**src/rtl/serial_slave_responder_if.sv**
```systemverilog
// Bus bundle between a serial master and the slave responder.
// Handshake: the master's m_valid marks a header or payload bit, and it only counts while s_ready=1; s_valid marks a read-data bit with no backpressure.
interface serial_slave_responder_if;
  logic       slave_sel;
  logic       m_valid;
  logic       m_rw;
  logic       m_dout;
  logic       s_ready;
  logic       s_valid;
  logic       s_dout;
  logic       s_done;
  logic [2:0] s_state;

  modport master (
    output slave_sel, m_valid, m_rw, m_dout,
    input  s_ready, s_valid, s_dout, s_done, s_state
  );

  modport slave (
    input  slave_sel, m_valid, m_rw, m_dout,
    output s_ready, s_valid, s_dout, s_done, s_state
  );
endinterface

```
**src/rtl/serial_slave_responder.sv**
```systemverilog
// Serial slave with a small register-file memory: bit-serial address/write-data in,
// bit-serial read data out after a fixed latency, FSM state exported on s_state.
module serial_slave_responder #(
  parameter int ADDR_W       = 4,
  parameter int DATA_W       = 8,
  parameter int READ_LATENCY = 2
) (
  input  logic                    clk,
  input  logic                    reset,
  serial_slave_responder_if.slave bus
);

  typedef enum logic [2:0] {
    S_IDLE  = 3'd0,
    S_ADDR  = 3'd1,
    S_WDATA = 3'd2,
    S_RWAIT = 3'd3,
    S_RDATA = 3'd4,
    S_DONE  = 3'd5
  } state_t;

  localparam int MAX_AD = (ADDR_W > DATA_W) ? ADDR_W : DATA_W;
  localparam int MAX_N  = (MAX_AD > READ_LATENCY) ? MAX_AD : READ_LATENCY;
  localparam int CNT_W  = $clog2(MAX_N + 1);
  localparam int DEPTH  = 1 << ADDR_W;

  localparam logic [CNT_W-1:0] ADDR_LAST = CNT_W'(ADDR_W - 1);
  localparam logic [CNT_W-1:0] DATA_LAST = CNT_W'(DATA_W - 1);
  localparam logic [CNT_W-1:0] LAT_LAST  = CNT_W'(READ_LATENCY - 1);

  state_t              state, state_nxt;
  logic [CNT_W-1:0]    cnt;
  logic [ADDR_W-1:0]   addr;
  logic [DATA_W-1:0]   wdata;
  logic [DATA_W-1:0]   read_reg;
  logic                rw;
  logic [DATA_W-1:0]   mem [DEPTH];

  logic [ADDR_W-1:0]   addr_mask, addr_nxt;
  logic [DATA_W-1:0]   data_mask, data_nxt, rd_shift;

  logic cnt_clr, cnt_inc, rw_load, addr_load, data_load, mem_we, rd_load;
  logic ready, valid, dout, done;

  // The incoming bit lands at position cnt; the merged value is used on the last
  // bit so the memory write and read-register load see the complete word.
  assign addr_mask = ADDR_W'(1) << cnt;
  assign addr_nxt  = (addr & ~addr_mask) | (bus.m_dout ? addr_mask : '0);
  assign data_mask = DATA_W'(1) << cnt;
  assign data_nxt  = (wdata & ~data_mask) | (bus.m_dout ? data_mask : '0);
  assign rd_shift  = read_reg >> cnt;

  always_ff @(posedge clk) begin
    if (reset) state <= S_IDLE;
    else       state <= state_nxt;
  end

  always_comb begin
    state_nxt = state;
    cnt_clr   = 1'b0;
    cnt_inc   = 1'b0;
    rw_load   = 1'b0;
    addr_load = 1'b0;
    data_load = 1'b0;
    mem_we    = 1'b0;
    rd_load   = 1'b0;
    ready     = 1'b0;
    valid     = 1'b0;
    dout      = 1'b0;
    done      = 1'b0;
    case (state)
      S_IDLE: begin
        ready = 1'b1;
        if (bus.slave_sel && bus.m_valid) begin
          rw_load   = 1'b1;
          cnt_clr   = 1'b1;
          state_nxt = S_ADDR;
        end
      end
      S_ADDR: begin
        ready = 1'b1;
        if (!bus.slave_sel) begin
          cnt_clr   = 1'b1;
          state_nxt = S_IDLE;
        end else if (bus.m_valid) begin
          addr_load = 1'b1;
          if (cnt == ADDR_LAST) begin
            cnt_clr   = 1'b1;
            rd_load   = !rw;
            state_nxt = rw ? S_WDATA : S_RWAIT;
          end else begin
            cnt_inc = 1'b1;
          end
        end
      end
      S_WDATA: begin
        ready = 1'b1;
        if (!bus.slave_sel) begin
          cnt_clr   = 1'b1;
          state_nxt = S_IDLE;
        end else if (bus.m_valid) begin
          data_load = 1'b1;
          if (cnt == DATA_LAST) begin
            mem_we    = 1'b1;
            cnt_clr   = 1'b1;
            state_nxt = S_DONE;
          end else begin
            cnt_inc = 1'b1;
          end
        end
      end
      S_RWAIT: begin
        if (!bus.slave_sel) begin
          cnt_clr   = 1'b1;
          state_nxt = S_IDLE;
        end else if (cnt == LAT_LAST) begin
          cnt_clr   = 1'b1;
          state_nxt = S_RDATA;
        end else begin
          cnt_inc = 1'b1;
        end
      end
      S_RDATA: begin
        valid = 1'b1;
        dout  = rd_shift[0];
        if (!bus.slave_sel) begin
          cnt_clr   = 1'b1;
          state_nxt = S_IDLE;
        end else if (cnt == DATA_LAST) begin
          cnt_clr   = 1'b1;
          state_nxt = S_DONE;
        end else begin
          cnt_inc = 1'b1;
        end
      end
      S_DONE: begin
        done      = 1'b1;
        cnt_clr   = 1'b1;
        state_nxt = S_IDLE;
      end
      default: begin
        cnt_clr   = 1'b1;
        state_nxt = S_IDLE;
      end
    endcase
  end

  always_ff @(posedge clk) begin
    if (reset) begin
      cnt      <= '0;
      addr     <= '0;
      wdata    <= '0;
      read_reg <= '0;
      rw       <= 1'b0;
      for (int i = 0; i < DEPTH; i++) mem[i] <= '0;
    end else begin
      if (cnt_clr)      cnt <= '0;
      else if (cnt_inc) cnt <= cnt + CNT_W'(1);
      if (rw_load)   rw       <= bus.m_rw;
      if (addr_load) addr     <= addr_nxt;
      if (data_load) wdata    <= data_nxt;
      if (mem_we)    mem[addr] <= data_nxt;
      if (rd_load)   read_reg <= mem[addr_nxt];
    end
  end

  assign bus.s_ready = ready;
  assign bus.s_valid = valid;
  assign bus.s_dout  = dout;
  assign bus.s_done  = done;
  assign bus.s_state = state;

endmodule

```
**src/flat_wrapper.sv**
```systemverilog
// flat-port wrapper written by rule: the top's interface ports become plain ports
module serial_slave_responder_flat 
#(
  parameter int ADDR_W       = 4,
  parameter int DATA_W       = 8,
  parameter int READ_LATENCY = 2
)
  (clk, reset, bus_slave_sel, bus_m_valid, bus_m_rw, bus_m_dout, bus_s_ready, bus_s_valid, bus_s_dout, bus_s_done, bus_s_state);
  serial_slave_responder_if bus_i ();
  input  logic clk;
  input  logic reset;
  input wire logic [$bits(bus_i.slave_sel)-1:0] bus_slave_sel;
  input wire logic [$bits(bus_i.m_valid)-1:0] bus_m_valid;
  input wire logic [$bits(bus_i.m_rw)-1:0] bus_m_rw;
  input wire logic [$bits(bus_i.m_dout)-1:0] bus_m_dout;
  output wire logic [$bits(bus_i.s_ready)-1:0] bus_s_ready;
  output wire logic [$bits(bus_i.s_valid)-1:0] bus_s_valid;
  output wire logic [$bits(bus_i.s_dout)-1:0] bus_s_dout;
  output wire logic [$bits(bus_i.s_done)-1:0] bus_s_done;
  output wire logic [$bits(bus_i.s_state)-1:0] bus_s_state;
  assign bus_i.slave_sel = bus_slave_sel;
  assign bus_i.m_valid = bus_m_valid;
  assign bus_i.m_rw = bus_m_rw;
  assign bus_i.m_dout = bus_m_dout;
  assign bus_s_ready = bus_i.s_ready;
  assign bus_s_valid = bus_i.s_valid;
  assign bus_s_dout = bus_i.s_dout;
  assign bus_s_done = bus_i.s_done;
  assign bus_s_state = bus_i.s_state;
  serial_slave_responder #(.ADDR_W(ADDR_W), .DATA_W(DATA_W), .READ_LATENCY(READ_LATENCY)) u_core (.clk(clk), .reset(reset), .bus(bus_i));
endmodule
```
**config.mk**
```make
export PLATFORM = sky130hd
export DESIGN_NAME = serial_slave_responder_flat
export DESIGN_NICKNAME = d
export VERILOG_FILES = /design/src/rtl/serial_slave_responder_if.sv /design/src/rtl/serial_slave_responder.sv /design/src/flat_wrapper.sv
export SDC_FILE = /design/constraint.sdc
export NUM_CORES = 1
export LEC_CHECK = 0
export ABC_CLOCK_PERIOD_IN_PS = 3000
export BUFFER_PORTS_ARGS = -buffer_cell sky130_fd_sc_hd__buf_2
export CAP_MARGIN = 20
export CORE_UTILIZATION = 30
export CTS_CLUSTER_SIZE = 30
export DETAILED_ROUTE_END_ITERATION = 6
export GPL_ROUTABILITY_DRIVEN = 0
export HOLD_SLACK_MARGIN = 0.08
export PLACE_DENSITY_LB_ADDON = 0.25
export SYNTH_ARGS = -nofsm -noshare
export SYNTH_HDL_FRONTEND = slang
export SYNTH_SLANG_ARGS = --single-unit
```
**constraint.sdc**
```tcl
create_clock -name clk -period 3 [get_ports clk]
set_input_delay 0.15 -clock clk [delete_from_list [all_inputs] [get_ports clk]]
set_output_delay 0.15 -clock clk [all_outputs]
set_load 0.005 [all_outputs]
```
* After elaboration in Yosys (flattened, before gate mapping) *
Memories as Yosys holds them, arrays and structs flattened. A register that Yosys moved wholly into a read port is not among the register bits.
Index checks and enable logic that the tools add are counted.
Widths: inputs -> output; s select.

storage, ports and cells
  bits in registers = 20
  bits in writable memories = 128
  output and inout port bits = 7
  logic and storage cells = 94
  memories = 1

memory list
  memory      words  bits a word  rd ports  clocked after Yosys merged registers in  wr ports  line                          text
  u_core.mem  16     8            1         1                                        16        serial_slave_responder.sv:37  logic [DATA_W-1:0] mem [DEPTH];

operators by class
  add/sub/neg operators = 1
  eq/ne operators = 13
  shifts and indexed selects = 3
  multiplexer cells = 58
  bitwise operators = 6
  reductions and logical operators = 7

operators with widths
  kind                 number
  $mux 1               41
  $mux 3               10
  $mux 8               2
  $pmux 3 s5           1
  $and 8x8->8          1
  $mux 4               2
  $not 8->8            1
  $or 8x8->8           1
  $reduce_or 8->1      1
  $shl 1x4->8 const A  1
  $shr 8x4->1          1
  $eq 3x2->1 const B   2
  $eq 3x3->1 const B   2
  $ne 3x2->1 const B   2
  $ne 3x3->1 const B   2
  $pmux 1 s5           1
  $reduce_and 5->1     1
  $add 4x1->4 const B  1
  $and 4x4->4          1
  $eq 4x1->1 const B   1
  $eq 4x2->1 const B   1
  $eq 4x3->1 const B   1
  $not 4->4            1
  $or 4x4->4           1
  other kinds (9)      9

* Depth between registers and ports, before layout *
Gate-level depths: netlist of the first run.

  depth after elaboration = 10
  depth in mapped cells = 9

* Worst setup path after synthesis of the first run *
Ideal clock, no wire load.

  path type = register -> register
  from = reg u_core.cnt[1]
  to = reg u_core.cnt[3]
  setup time = 0.057 ns
  data arrival time = 2.151 ns
  setup slack = 0.792 ns
  cell stages (with the launch flop) = 10
  clock period less this slack = 2.208 ns
  path through = dfxtp_1 buf_2 inv_1 ha_1 mux2_2 a31o_2 o21ai_0 a21oi_1 or2_2 o21ba_2

on the way
  longest elaborated chain between the ends = 6
  elaborated cells on any way between the ends = 25
  those cells by class = add/sub (1); eq/ne (3); mux (20); reduce/logical (1)

ends and longest elaborated chain
  what                                      line                                                                                        text
  start, declared                           serial_slave_responder.sv:32                                                                logic [CNT_W-1:0] cnt;
  start signal, assigned                    serial_slave_responder.sv:158                                                               else if (cnt_inc) cnt <= cnt + CNT_W'(1);
  $eq 4x3->1 or $eq 4x2->1 (tied branches)  serial_slave_responder.sv:103, serial_slave_responder.sv:129, serial_slave_responder.sv:87
  $mux 1, on equally long branches          serial_slave_responder.sv:103, serial_slave_responder.sv:129, serial_slave_responder.sv:87
  $mux 1, on equally long branches          serial_slave_responder.sv:101, serial_slave_responder.sv:85
  $mux 1, on equally long branches          serial_slave_responder.sv:98, serial_slave_responder.sv:82
  $pmux 1 s5                                serial_slave_responder.sv:71                                                                case (state)
  $reduce_or 2->1 (no source line)          --

Parallel ways exist; a longest one is shown, timed or not.
A chain may end at the register's enable or synchronous reset.

==> results.tsv, run 1 <==
metric	value	unit
outcome	complete, no violations	
wl	18400	um
leakagePower	3.31	nW
maxSlewViolCount	0	
grt_max_degree	39	
ir_drop	411	uV
synth_area	7340	um^2
synthTopCellsByArea	edfxtp_1 (52%), mux2i_1 (11%), nor2_1 (7.7%)	
critical_path.slowest_cell	dfxtp_1	
portBuffers	12	
fin_crit_sh	0.926	
crit_path_end	u_core.mem[6][0]	
synthArstFlopShare	0	
nets	655	
cp-startpoint	u_core.cnt[1]	
antennaDiodeCount	0	
relSlewSlack	0.335	
cts.htree.levels	4	
drtAntennaViolNets	0	
cts_sinks	156	
hpwl	12500	um
grt_pass1_wl	28800	um
powerDensity	563	nW/um^2
vias	4882	
layout-drive-gt1-share	0.169	
rows	56	
clk_path_buf_depth	2	
netlist_instances	622	
fin_cells	975	
path_common_cell	nand2_1	
end_kind	flop	
reg2reg_to	u_core.mem[6][0]	
synth-seq-cells	156	
ys_warn_count	0	
dr.pass1.iters	5	
drtIter0Drc	360	
syn2layout_area_growth	15.8	%
maxCapViolCount	0	
initial_utilization	0.309	
hold_slack	0.127	ns
layout_min_cycle_time	2.78	ns
synth_flop_cell	edfxtp_1	
cts_made_buffers	17	
yosysSeqAreaShare	0.600	
ios	13	
yosys-top-cells-count	nor2_1 (150), edfxtp_1 (128), mux2i_1 (80)	
clkLatencyLatePin	0.42	ns
rsz0062_at_grt	false	
critPathMaxFanout	11	
largest_reg_flops	128	
drcViolationCount	0	
path_class	flop to flop	
coreArea	23800	um^2
post-synth-top-count-cell	nor2_1	
cts_tree	yes	
arrival	2.85	ns
yosysTopAreaCellShare	0.524	
max_freq	360	MHz
worst_pin_slew	0.997	ns
antenna_found_initial	0	
yosys.area.top_type	edfxtp_1	
final_hold_viol_count	0	
track_usage	0.157	
dp.cells	940	
multiInputGateArea	2740	um^2
seq_area	4400	um^2
cts_setup_buffers	0	
cp.required	3.07	ns
cp_cell_sequence	ha_1 -> nand3b_1 -> nor2_1 -> nand2_1 -> nor3_1 -> buf_4 -> nand3_1 -> nand2_1	
r2r_setup_slack	0.22	ns
clk_pin_slew_worst_paths	0.06	ns
die_area	25100	um^2
post_synth.cell_area_avg	11.8	um^2
syn_nets	634	
fill_cells	2325	
grt_overflow	0	
die_w	158	um
fin_worst_skew	0.0173	ns
r2r-start	u_core.cnt[1]	
setup_viol	0	
start_kind	flop	
hp-class	input port to flop	
die_h	158	um
yosysUniqueCellTypes	47	
route.detailed.wl_per_inst	18.8	um
cts-root-buf	clkbuf_16	
setup-tns-final	0	ns
first_global_vias	5032	
r2r_cells	8	
synth_edf_count	128	
vias_per_cell	5.01	
slowest_delay	0.58	ns
[final cells by class]
cell class	instances	area share
clock buffers	17	0.0500
clock inverters	15	0.0175
inverters	4	0.00177
multi-input cells	418	0.322
flip-flops and latches	156	0.518
well taps	319	0.0470
repair buffers	46	0.0436
[worst min path at each step]
stage                     slack [ns]  cells after the start     start              to
after global placement          0.38                      3  bus_m_rw       u_core.rw
after global routing            0.16                      2     reset  u_core.addr[1]
final                           0.13                      2     reset       u_core.rw
after detailed placement        0.39                      3  bus_m_rw       u_core.rw
after floorplan                 0.29                      2  bus_m_rw       u_core.rw
after CTS                       0.11                      2     reset       u_core.rw
[stage by stage]
stage | power (W) | util | setup slack [ns] | cell area [um^2]
global route | 0.00493 | 0.358 | 0.0190 | 8500
floorplan | 0.00264 | - | 0.792 | 7340
global placement | 0.00273 | 0.332 | 0.136 | 7880
CTS | 0.00483 | 0.357 | 0.0222 | 8470
detailed placement | 0.00274 | 0.332 | 0.0371 | 7880
finish | 0.00478 | 0.358 | 0.223 | 8500
[critical path, delay by kind of cell, from the launching register on]
family,cells,cell delay [ns]
adder cells (fa/ha/maj),1,0.39
flip-flops,1,0.58
buffers and inverters,1,0.20
AND/OR/NAND/NOR,6,1.26
[logic make-up after synthesis]
| family | Yosys count | share of synthesized area |
|---|---|---|
| muxes | 84 | 0.118 |
| and+or+nand+nor | 249 | 0.149 |
| AOI/OAI and AO/OA | 78 | 0.0852 |
| buffers and inverters | 48 | 0.0360 |
| adders and majority gates | 6 | 0.0102 |
| DFF | 156 | 0.600 |
| xor gates and xnor gates | 1 | 0.00119 |
[repair_timing]
action / in CTS / in global routing
hold buffers: 2 / 0
gates resized for setup: 0 / 7
hold endpoints to repair: 2 / 0
setup endpoints to repair: 0 / 24
[power breakdown]
part | leakage [nW] | internal (W) | switching [W]
Sequential | 1.51 | 0.00241 | 0.0000317
Clock | 0.276 | 0.00122 | 0.000869
Combinational | 1.52 | 0.0000789 | 0.000171
Total | 3.31 | 0.00371 | 0.00107
[metal layers]
layer  global-route usage  share of wire
met1                0.201           0.45
met2                0.263           0.49
met3               0.0291          0.040
met4               0.0600          0.028
met5                    0              0
[placed cells by master (no fill, tap or decap), types with 2 or more instances in the layout]
master         synthesis  final
nor2_1               150    150
edfxtp_1             128    128
mux2i_1               80     71
nand2_1               53     48
a22oi_1               30     30
buf_4                  7     28
dfxtp_1               28     28
clkbuf_16              0     17
buf_2                  8     12
nor2b_1               11     11
o21ai_0               11     11
a211oi_1              11     11
nand3_1                9      8
a221oi_2               8      8
mux2i_2                0      8
a21oi_1                6      6
ha_1                   6      6
and2_1                 5      5
nand2_2                0      5
inv_1                  4      4
clkinv_4               0      4
buf_12                 0      4
nor3_1                 3      3
clkinv_1               0      3
and3b_1                2      2
and4_1                 2      2
mux4_2                 2      2
nor4b_2                2      2
mux2_2                 2      2
and4b_1                2      2
a22oi_2                2      2
or2_2                  2      2
clkinvlp_4             0      2
clkinv_2               0      2
bufinv_16              0      2
inv_6                  0      2
dlygate4sd3_1          0      2
No activity file was read; power rests on OpenSTA's default activity.
==> run 2: changes to the inputs <==
--- a/config.mk
+++ b/config.mk
@@ -14,6 +14,7 @@
 export GPL_ROUTABILITY_DRIVEN = 0
 export HOLD_SLACK_MARGIN = 0.08
 export PLACE_DENSITY_LB_ADDON = 0.25
+export RECOVER_POWER = 25
 export SYNTH_ARGS = -nofsm -noshare
 export SYNTH_HDL_FRONTEND = slang
 export SYNTH_SLANG_ARGS = --single-unit
==> run 2 against run 1 <==
Fmax fell by 1.4%. First-iteration DRC count fell by 6.1%. Non-clock buffer count did not move. Critical endpoint is now u_core.mem[10][1].
==> results.tsv, run 2 (synthesis results as in run 1) <==
metric	value	unit
outcome	complete, no violations	
clk_path_buf_depth	2	
reg2reg_to	u_core.mem[10][1]	
final_cell_mix	nor2_1 (150), edfxtp_1 (128), mux2i_1 (73)	
initial_utilization	0.309	
crit_path_end	u_core.mem[10][1]	
drtAntennaViolNets	0	
powerDensity	567	nW/um^2
start_kind	flop	
rsz0062_at_grt	false	
use_met1	0.201	
ios	13	
slowest_delay	0.59	ns
first_global_vias	5032	
cp-startpoint	u_core.cnt[1]	
nets	655	
antenna_found_initial	0	
grt_max_degree	39	
fin_worst_skew	0.0163	ns
dr.pass1.iters	5	
clkLatencyLatePin	0.42	ns
antennaDiodeCount	0	
multiInputGateArea	2720	um^2
setup_viol	0	
path_class	flop to flop	
final_common_cell	nor2_1	
coreArea	23800	um^2
ir_drop	412	uV
setup-tns-final	0	ns
route.detailed.wl_per_inst	18.9	um
final_hold_viol_count	0	
grt.busiest_layer	met2	
arrival	2.91	ns
end_kind	flop	
max_freq	355	MHz
vias_per_cell	5.07	
vias	4943	
hp-class	input port to flop	
wl	18400	um
rows	56	
die_w	158	um
cts-root-buf	clkbuf_16	
cp.required	3.09	ns
fin_util	0.355	
portBuffers	12	
critical_path.slowest_cell	dfxtp_1	
hpwl	12500	um
fin_crit_sh	0.938	
largest_reg_flops	128	
grtUsageMet2	0.263	
cts_tree	yes	
drcViolationCount	0	
fill_cells	2332	
die_h	158	um
cp_cell_sequence	ha_1 -> nand3b_1 -> nor2_1 -> nand2_1 -> nor3b_4 -> nand2_1 -> nand2_2	
maxSlewViolCount	0	
layout_min_cycle_time	2.82	ns
layout-drive-gt1-share	0.151	
syn2layout_area_growth	15.0	%
gr-usage-met3	0.0291	
die_area	25100	um^2
r2r_cells	7	
track_usage	0.157	
critPathMaxFanout	11	
clk_pin_slew_worst_paths	0.06	ns
cts_made_buffers	17	
worst_pin_slew	0.993	ns
r2r_setup_slack	0.18	ns
maxCapViolCount	0	
dp.cells	940	
leakagePower	3.27	nW
cts_sinks	156	
path_common_cell	nand2_1	
drtIter0Drc	338	
r2r-start	u_core.cnt[1]	
grt_overflow	0	
fin_cells	975	
cts_setup_buffers	0	
grt_pass1_wl	28800	um
seq_area	4400	um^2
cts.htree.levels	4	
relSlewSlack	0.337	
run 2: through the flow:
step	worst slack (ns)	hold slack, ns	cell area, um^2	power (W)
finish	0.185	0.123	8440	0.00478
global placement	0.136	0.385	7880	0.00273
CTS	0.0222	0.111	8470	0.00483
detailed placement	0.0371	0.388	7880	0.00274
global route	0.0176	0.157	8440	0.00492
floorplan	0.792	0.294	7340	0.00264
run 2: routing by layer:
layer | vias up | part of all wire
met1 | 2451 | 0.44
met4 | 0 | 0.030
li1 | 2302 | -
met2 | 158 | 0.48
met3 | 32 | 0.049
met5 | - | 0
run 2: worst min path at each step:
stage	startpoint	end	slack [ns]	depth (start not counted)
floorplan	bus_m_rw	u_core.rw	0.29	2
global placement	bus_m_rw	u_core.rw	0.38	3
detailed placement	bus_m_rw	u_core.rw	0.39	3
CTS	reset	u_core.rw	0.11	2
global route	reset	u_core.addr[1]	0.16	2
finish	reset	u_core.rw	0.12	2
run 2: worst max-delay path, delay by kind of cell (launching register included):
| family | cells | cell delay (ns) |
|---|---|---|
| adders and majority gates | 1 | 0.38 |
| and+or+nand+nor | 6 | 1.52 |
| DFF | 1 | 0.59 |
run 2: final cells by class:
cell class,count,share of cell area
inverters,4,0.00178
flip-flops and latches,156,0.522
repair buffers,46,0.0383
multi-input cells,418,0.323
well taps,319,0.0473
clock buffers,17,0.0504
clock inverters,15,0.0176
run 2: report_power, final:
part	internal, W	switching (W)	total, W
combinational	0.0000770	0.000170	0.000247
clock	0.00122	0.000872	0.00209
sequential	0.00241	0.0000317	0.00244
total	0.00371	0.00107	0.00478
run 2: repair_timing:
action	CTS	global route
hold buffers	2	0
setup endpoints to repair	0	24
endpoints found under the hold margin	2	0
gates resized for setup	0	7
==> run 3: changes to the inputs <==
--- a/config.mk
+++ b/config.mk
@@ -5,7 +5,7 @@
 export SDC_FILE = /design/constraint.sdc
 export NUM_CORES = 1
 export LEC_CHECK = 0
-export ABC_CLOCK_PERIOD_IN_PS = 3000
+export ABC_CLOCK_PERIOD_IN_PS = 2400
 export BUFFER_PORTS_ARGS = -buffer_cell sky130_fd_sc_hd__buf_2
 export CAP_MARGIN = 20
 export CORE_UTILIZATION = 30
==> constraint.sdc (replaced) <==
create_clock -name clk -period 2.4 [get_ports clk]
set_input_delay 0.12 -clock clk [delete_from_list [all_inputs] [get_ports clk]]
set_output_delay 0.12 -clock clk [all_outputs]
set_load 0.005 [all_outputs]
==> run 3 against run 2 <==
Hold slack better by 0.051 ns. Worst setup slack worse by 0.080 ns. Cell count up 3.3%. Sequential cell count unchanged. Sequential share of layout area down 2.2 points. Sequential power up 25%. Register-to-register slack worse by 0.08 ns. Largest cell class unchanged. Largest power group unchanged. Highest routed layer unchanged.
==> results.tsv, run 3 (synthesis results as in run 1) <==
metric	value	unit
hold_depth	3	
die_h	158	um
cts-root-buf	clkbuf_16	
wl_met2	9470	um
drcViolationCount	0	
vias_per_cell	4.98	
dr.pass1.iters	4	
r2r_setup_slack	0.11	ns
reg2reg_to	u_core.read_reg[5]	
final_common_cell	nor2_1	
worstHoldStart	bus_m_dout	
setup_viol	0	
clkLatencyLatePin	0.42	ns
cts_tree	yes	
coreArea	23800	um^2
critical_path.slowest_cell	dfxtp_4	
antennaDiodeCount	0	
fin_crit_sh	0.956	
ios	13	
vias	5013	
layout_min_cycle_time	2.29	ns
worst_pin_slew	0.844	ns
cp_top_family	buffers and inverters	
route.detailed.wl_per_inst	18.8	um
r2r-start	u_core.cnt[1]	
powerDensity	674	nW/um^2
rows	56	
antenna_found_initial	0	
outcome	complete, no violations	
fin_worst_skew	0.00895	ns
first_global_vias	4986	
critical_path_buf_inv_count	4	
critPathMaxFanout	9	
clk_pin_slew_worst_paths	0.06	ns
nets	688	
grt_pass1_wl	29300	um
maxSlewViolCount	0	
syn2layout_area_growth	20.3	%
drtIter0Drc	388	
hp-class	input port to flop	
ir_drop	493	uV
cts_made_buffers	17	
hold_end	u_core.addr[1]	
max_freq	436	MHz
leakagePower	3.45	nW
end_kind	flop	
cts_sinks	156	
total_power	0.00595	W
hold_slack	0.175	ns
cp_cell_sequence	nor4b_4 -> buf_4 -> mux2i_4 -> buf_12 -> buf_16 -> buf_6 -> mux2i_1 -> a22oi_1 -> nand2_1 -> a221oi_2	
initial_utilization	0.309	
relSlewSlack	0.437	
layout-drive-gt1-share	0.193	
r2r_cells	10	
start_kind	flop	
cp-startpoint	u_core.cnt[1]	
final_hold_viol_count	0	
hpwl	13000	um
wl	18900	um
drtAntennaViolNets	0	
maxCapViolCount	0	
arrival	2.64	ns
die_area	25100	um^2
final_cell_mix	nor2_1 (149), edfxtp_1 (128), mux2i_1 (74)	
grt_max_degree	20	
wl_met1	8630	um
path_class	flop to flop	
largest_reg_flops	128	
die_w	158	um
cts.htree.levels	4	
rsz0062_at_grt	false	
track_usage	0.162	
slowest_delay	0.39	ns
clk_path_buf_depth	2	
highest_layer	met4	
cp.required	2.74	ns
portBuffers	12	
grt_overflow	0	
wl_met3	604	um
run 3: power breakdown:
group / switching (W) / total (W) / internal, W
combinational: 0.000222 / 0.000350 / 0.000127
clock: 0.00105 / 0.00256 / 0.00152
sequential: 0.0000298 / 0.00304 / 0.00301
total: 0.00130 / 0.00595 / 0.00465
run 3: through the flow:
| step | setup TNS [ns] | cell area [um^2] | setup WS (ns) | cells | util |
|---|---|---|---|---|---|
| after CTS | -0.00370 | 8810 | -0.00290 | 1006 | 0.371 |
| after floorplan | 0 | 7340 | 0.192 | 622 | - |
| after global routing | 0 | 8830 | 0.00826 | 1007 | 0.372 |
| final | 0 | 8830 | 0.105 | 1007 | 0.372 |
| after detailed placement | -1.24 | 8120 | -0.195 | 968 | 0.342 |
| after global placement | -0.250 | 8120 | -0.0598 | 968 | 0.342 |
run 3: tightest hold or removal path, stage by stage:
cell and delay, ns:
buf_2 0.22, mux2i_1 0.16, nor2_1 0.05
run 3: final cells by class:
class,instances,area (um^2)
clock buffer,20,437
inverter,4,15.0
fill,2340,14900
sequential,156,4410
multi-input combinational,418,2780
timing repair buffer,79,672
tap,319,399
clock inverter,11,120
run 3: worst max path at each step:
stage / endpoint / cells after the start
finish: u_core.read_reg[5] / 10
global route: u_core.read_reg[5] / 10
CTS: u_core.read_reg[7] / 10
detailed placement: u_core.read_reg[2] / 7
global placement: u_core.read_reg[7] / 7
floorplan: u_core.cnt[3] / 9
run 3: layer usage:
layer	track usage	vias to the layer above
met5	0	-
met4	0.0481	0
met3	0.0283	13
met2	0.272	115
met1	0.213	2521
li1	-	2364
run 3: timing repair:
item / CTS / global route
buffers inserted: 1 / 0
gates resized for setup: 4 / 24
endpoints found under the setup margin: 16 / 24
gates cloned: 2 / 1
hold buffers: 4 / 0
hold endpoints to repair: 9 / 0
pin swaps: 1 / 3
